--- src/rtl/def_params.sv ---
`default_nettype none
// ============================================================================
//  Module   : def_params (package)
//  Purpose  : Shared widths, starvation default and requester index encoding
//             for the register-file writeback arbiter.
//  Revision : 1.0 - initial release
// ============================================================================
package def_params;

    localparam int REG_ADDR_SIZE = 4;
    localparam int REG_DATA_SIZE = 31;

    localparam int ADDR_W = REG_ADDR_SIZE + 1;
    localparam int DATA_W = REG_DATA_SIZE + 1;

    localparam int STARVE_LIMIT_DEFAULT = 4;
    localparam int STARVE_CNT_W         = 4;

    typedef enum logic {
        REQ_A = 1'b0,
        REQ_B = 1'b1
    } req_idx_e;

endpackage : def_params
`default_nettype wire

--- src/rtl/wb_hazard_cmp.sv ---
`default_nettype none
// ============================================================================
//  Module   : wb_hazard_cmp
//  Purpose  : Flags a pending writeback to one decode-stage source register.
//  Revision : 1.0 - initial release
// ============================================================================
module wb_hazard_cmp
    import def_params::*;
(
    input  logic [ADDR_W-1:0] chk_addr,
    input  logic              a_valid,
    input  logic [ADDR_W-1:0] a_addr,
    input  logic              b_valid,
    input  logic [ADDR_W-1:0] b_addr,
    input  logic              wr_enable,
    input  logic [ADDR_W-1:0] wr_addr,
    output logic              hazard
);

    logic w_chk_nonzero;
    logic w_hit_a;
    logic w_hit_b;
    logic w_hit_wr;

    // Register 0 is hardwired, so it can never carry a hazard.
    assign w_chk_nonzero = (chk_addr != '0);
    assign w_hit_a       = a_valid   && (a_addr  == chk_addr);
    assign w_hit_b       = b_valid   && (b_addr  == chk_addr);
    assign w_hit_wr      = wr_enable && (wr_addr == chk_addr);

    assign hazard = w_chk_nonzero && (w_hit_a || w_hit_b || w_hit_wr);

endmodule : wb_hazard_cmp
`default_nettype wire

--- src/rtl/regfile_wb_arbiter.sv ---
`default_nettype none
// ============================================================================
//  Module   : regfile_wb_arbiter
//  Purpose  : Two-requester writeback arbiter (B priority, A anti-starvation)
//             driving a registered register-file write port, plus hazard check.
//  Revision : 1.0 - initial release
// ============================================================================
module regfile_wb_arbiter
    import def_params::*;
#(
    parameter int STARVE_LIMIT = STARVE_LIMIT_DEFAULT
)(
    input  logic              clk,
    input  logic              reset,

    input  logic              a_valid,
    input  logic [ADDR_W-1:0] a_addr,
    input  logic [DATA_W-1:0] a_data,
    output logic              a_ready,

    input  logic              b_valid,
    input  logic [ADDR_W-1:0] b_addr,
    input  logic [DATA_W-1:0] b_data,
    output logic              b_ready,

    output logic              wr_enable,
    output logic [ADDR_W-1:0] wr_addr,
    output logic [DATA_W-1:0] wr_data,

    input  logic [ADDR_W-1:0] chk_addr_1,
    input  logic [ADDR_W-1:0] chk_addr_2,
    output logic              hazard_1,
    output logic              hazard_2
);

    localparam logic [STARVE_CNT_W-1:0] c_starve_limit = STARVE_CNT_W'(STARVE_LIMIT);
    localparam logic [STARVE_CNT_W-1:0] c_starve_max   = '1;

    logic [STARVE_CNT_W-1:0] r_starve_cnt;
    logic                    r_wr_enable;
    logic [ADDR_W-1:0]       r_wr_addr;
    logic [DATA_W-1:0]       r_wr_data;

    logic                    w_a_forced;
    logic                    w_a_ready;
    logic                    w_b_ready;
    logic                    w_xfer;
    req_idx_e                w_grant_idx;
    logic [ADDR_W-1:0]       w_sel_addr;
    logic [DATA_W-1:0]       w_sel_data;

    // B normally wins; A wins once it has been refused STARVE_LIMIT times in a row.
    assign w_a_forced = (r_starve_cnt >= c_starve_limit);
    assign w_a_ready  = !reset && a_valid && (!b_valid || w_a_forced);
    assign w_b_ready  = !reset && b_valid && !(a_valid && w_a_forced);
    assign w_xfer     = w_a_ready || w_b_ready;

    always_comb begin
        w_grant_idx = REQ_B;
        w_sel_addr  = b_addr;
        w_sel_data  = b_data;
        if (w_a_ready) begin
            w_grant_idx = REQ_A;
        end
        if (w_grant_idx == REQ_A) begin
            w_sel_addr = a_addr;
            w_sel_data = a_data;
        end
    end

    always_ff @(posedge clk) begin
        if (reset) begin
            r_starve_cnt <= '0;
        end else if (!a_valid || w_a_ready) begin
            r_starve_cnt <= '0;
        end else if (r_starve_cnt != c_starve_max) begin
            r_starve_cnt <= r_starve_cnt + 1'b1;
        end
    end

    // Writes to register 0 are accepted but never reach the write port.
    always_ff @(posedge clk) begin
        if (reset) begin
            r_wr_enable <= 1'b0;
            r_wr_addr   <= '0;
            r_wr_data   <= '0;
        end else if (w_xfer && (w_sel_addr != '0)) begin
            r_wr_enable <= 1'b1;
            r_wr_addr   <= w_sel_addr;
            r_wr_data   <= w_sel_data;
        end else begin
            r_wr_enable <= 1'b0;
        end
    end

    assign a_ready   = w_a_ready;
    assign b_ready   = w_b_ready;
    assign wr_enable = r_wr_enable;
    assign wr_addr   = r_wr_addr;
    assign wr_data   = r_wr_data;

    logic [ADDR_W-1:0] w_chk_addr [2];
    logic              w_hazard   [2];

    assign w_chk_addr[0] = chk_addr_1;
    assign w_chk_addr[1] = chk_addr_2;

    generate
        for (genvar gi = 0; gi < 2; gi++) begin : g_hazard
            wb_hazard_cmp u_cmp (
                .chk_addr  (w_chk_addr[gi]),
                .a_valid   (a_valid),
                .a_addr    (a_addr),
                .b_valid   (b_valid),
                .b_addr    (b_addr),
                .wr_enable (r_wr_enable),
                .wr_addr   (r_wr_addr),
                .hazard    (w_hazard[gi])
            );
        end
    endgenerate

    assign hazard_1 = w_hazard[0];
    assign hazard_2 = w_hazard[1];

endmodule : regfile_wb_arbiter
`default_nettype wire

--- config.mk ---
export PLATFORM = sky130hd
export DESIGN_NAME = regfile_wb_arbiter
export DESIGN_NICKNAME = d
export VERILOG_FILES = /design/src/rtl/def_params.sv /design/src/rtl/wb_hazard_cmp.sv /design/src/rtl/regfile_wb_arbiter.sv
export SDC_FILE = /design/constraint.sdc
export NUM_CORES = 1
export LEC_CHECK = 0
export CAP_MARGIN = 20
export CORE_ASPECT_RATIO = 0.6
export CORE_MARGIN = 1
export CORE_UTILIZATION = 39
export DETAILED_ROUTE_END_ITERATION = 10
export PLACE_DENSITY = 0.8
export SLEW_MARGIN = 20
export SYNTH_ARGS = -nofsm -noshare
export SYNTH_HDL_FRONTEND = slang
export SYNTH_SLANG_ARGS = --single-unit
export TNS_END_PERCENT = 20
--- constraint.sdc ---
create_clock -name clk -period 2 [get_ports clk]
set_clock_uncertainty 0.05 [all_clocks]
set_input_delay 0.2 -clock clk [delete_from_list [all_inputs] [get_ports clk]]
set_output_delay 0.2 -clock clk [all_outputs]
set_load 0.05 [all_outputs]
==> impl_metrics.env <==
export IMPL_fp_dieW_um=101
export IMPL_gp_congestion=0.998
export IMPL_die_area_sq_um=6240
export IMPL_num_nets_final=469
export IMPL_grt_overflow=0
export IMPL_drv_slew=0
export IMPL_async_flop_share_pct=0
export IMPL_drt_iter0_markers=86
export IMPL_ys_types=31
export IMPL_rsz0062_at_grt="true"
export IMPL_synth_edff_count=0
export IMPL_path_max_fanout=4
export IMPL_fin_crit_sh_pct=98.2
export IMPL_cts_buffer_depth=2
export IMPL_drc=0
export IMPL_cts_tree="built"
export IMPL_rows=21
export IMPL_grt_pass1_vias=2030
export IMPL_dp_slack_ns=-0.132
export IMPL_routed_wl_um=7050
export IMPL_finalWorstSetupSlack_ns=0.0359
export IMPL_netlist_area_sq_um=2310
export IMPL_grt_pass1_wl_um=9920
export IMPL_hold_path_class="primary input to flip-flop"
export IMPL_clkSlewWorstSetupHoldPaths_ns=0.07
export IMPL_start_util_pct=40.9
export IMPL_grt_max_degree=38
export IMPL_cp_required_ns=1.75
export IMPL_io_buffers=129
export IMPL_status="finished, final reports clean"
export IMPL_die_y_um=61.6
export IMPL_cts_made_buffers=5
export IMPL_hold_viol_final=0
export IMPL_max_freq_mhz=509
export IMPL_path_class="flip-flop to primary output"
export IMPL_period_minus_slack_ns=1.96
export IMPL_start_kind="flip-flop"
export IMPL_yosysWarningCount=0
export IMPL_leakage_nw=1.96
export IMPL_synth_top_area_share_pct=36.4
export IMPL_yosys_top_cells_area="dfxtp_1 36%, mux2i_1 30%, xor2_1 9.1%"
export IMPL_clock_sinks=42
export IMPL_maxSlewHeadroom_pct=64.3
export IMPL_cts_setup_buffers=0
export IMPL_seq_area_frac_synth_pct=36.4
export IMPL_wl_per_cell_um=15.3
export IMPL_synth_flop_cell="dfxtp_1"
export IMPL_vias_per_cell=4.80
export IMPL_hpwl_um=5580
export IMPL_synth_cells=231
export IMPL_synth_most_common_cell="mux2i_1"
export IMPL_postCtsHoldBufs=0
export IMPL_area_growth_syn_to_layout_pct=74.2
export IMPL_synth_fp_nets=320
export IMPL_clk_latency_ns=0.28
export IMPL_antenna_left=0
export IMPL_synth_area_per_cell_sq_um=9.99
export IMPL_critPathCaptureType="primary output"
export IMPL_peakVddDrop_uv=432
export IMPL_boundaryPins=130
export IMPL_antenna_found_initial=0
export IMPL_p_total_mw=2.75
export IMPL_setup_violations=0
export IMPL_synthTopCellsByCount="70 x mux2i_1, 42 x dfxtp_1, 35 x nand2_1"
export IMPL_diodes=0
export IMPL_cap_violations=0
export IMPL_h_tree_depth=2
export IMPL_ys_ff_latch=42
export IMPL_p_per_area_nw_per_um2=684
export IMPL_max_slew_worst_pin_slew_ns=0.534
export IMPL_grtUsageTotal_pct=21.4
export IMPL_core_area_sq_um=5650
export IMPL_critPathArrivalTime_ns=1.71
export IMPL_cts_root_buf="clkbuf_8"
export IMPL_firstDrtPassIters=4
export IMPL_final_layout_size_suffix_gt1_share_pct=12.4
export IMPL_vias=2208
export IMPL_yosys_area_top_type="dfxtp_1"
==> power by group <==
part / internal [mW] / switching [mW] / leakage (nW) / total [mW]
combinational: 0.490 / 0.600 / 1.55 / 1.09
clock: 0.399 / 0.273 / 0.0573 / 0.673
sequential: 0.930 / 0.0599 / 0.350 / 0.990
total: 1.82 / 0.933 / 1.96 / 2.75
==> stage by stage <==
stage	cells	instance area (sq um)	hold WS [ns]	setup TNS, ns	utilization (%)
finish	460	4020	0.342	0	71.2
global route	460	4020	0.379	-0.0265	71.2
CTS	460	3980	0.383	-0.00389	70.4
detailed placement	453	3860	0.373	-3.38	68.3
global placement	453	3860	0.370	-1.72	68.3
floorplan	231	2310	0.281	-0.167	-
==> final timing paths <==
path	slack, ns	start	cells after the start	to
worst min register to register	0.39	r_starve_cnt[0]	1	r_starve_cnt[0]
worst max register to register	0.31	r_starve_cnt[2]	5	wr_data[28]
worst max-delay path	0.04	wr_addr[1]	5	hazard_1
worst min-delay path	0.34	a_addr[0]	4	wr_addr[0]
==> cells in the final DEF, fill, tap and decap left out, drive strengths merged, types with 3 or more instances in the layout <==
master         instances
inv                    4
or4                    4
nor4                   6
nand3                  3
clkbuf                 6
xnor2                  6
nand2                 36
nor2                   4
xor2                  24
buf                   28
dfxtp                 42
mux2i                 70
dlymetal6s2s           6
dlygate4sd2            6
clkdlybuf4s50        113
==> registers in the layout (all words and copies together), names as in the netlist <==
signal,count
wr_addr,5
r_starve_cnt,4
wr_enable,1
wr_data,32
==> logic make-up (layout without fill, tap and decap cells) <==
kind of cell	count (synthesis)	count (layout)	share of synthesized area [%]
flops	42	42	36.4
xor+xnor	30	30	11.4
mux	70	70	30.4
compound gates	10	10	3.36
fa+ha+maj	1	1	0.542
other cells	1	1	0.162
simple gates	62	62	12.8
buf+inv	15	164	4.99
==> critical path, cell delays in order (launching register included) <==
cell and delay (ns):
dfxtp_2 0.36, xor2_1 0.17, nor4_2 0.36, a32oi_1 0.17, a21oi_2 0.21, buf_12 0.16
==> what timing repair did <==
item | in CTS | in global routing
setup endpoints to repair | 2 | 2
resized for setup | 8 | 12
pin swaps | 8 | 8
==> layout make-up <==
class,count,area (sq um)
Clock buffer,6,82.6
Multi-Input combinational cell,174,1390
Sequential cell,42,842
Fill cell,443,1630
Inverter,4,15.0
Clock inverter,1,30.0
Tap cell,80,100
Timing Repair Buffer,153,1560
==> routing by layer <==
layer  vias up  wire, um  global-route usage [%]
met5         -         0                       0
met4         0        31                    5.59
met3         4       652                    6.13
met2       102      2950                    32.3
met1      1004      3410                    30.0
li1       1098         -                       -
(Power assumes the default switching activity.)
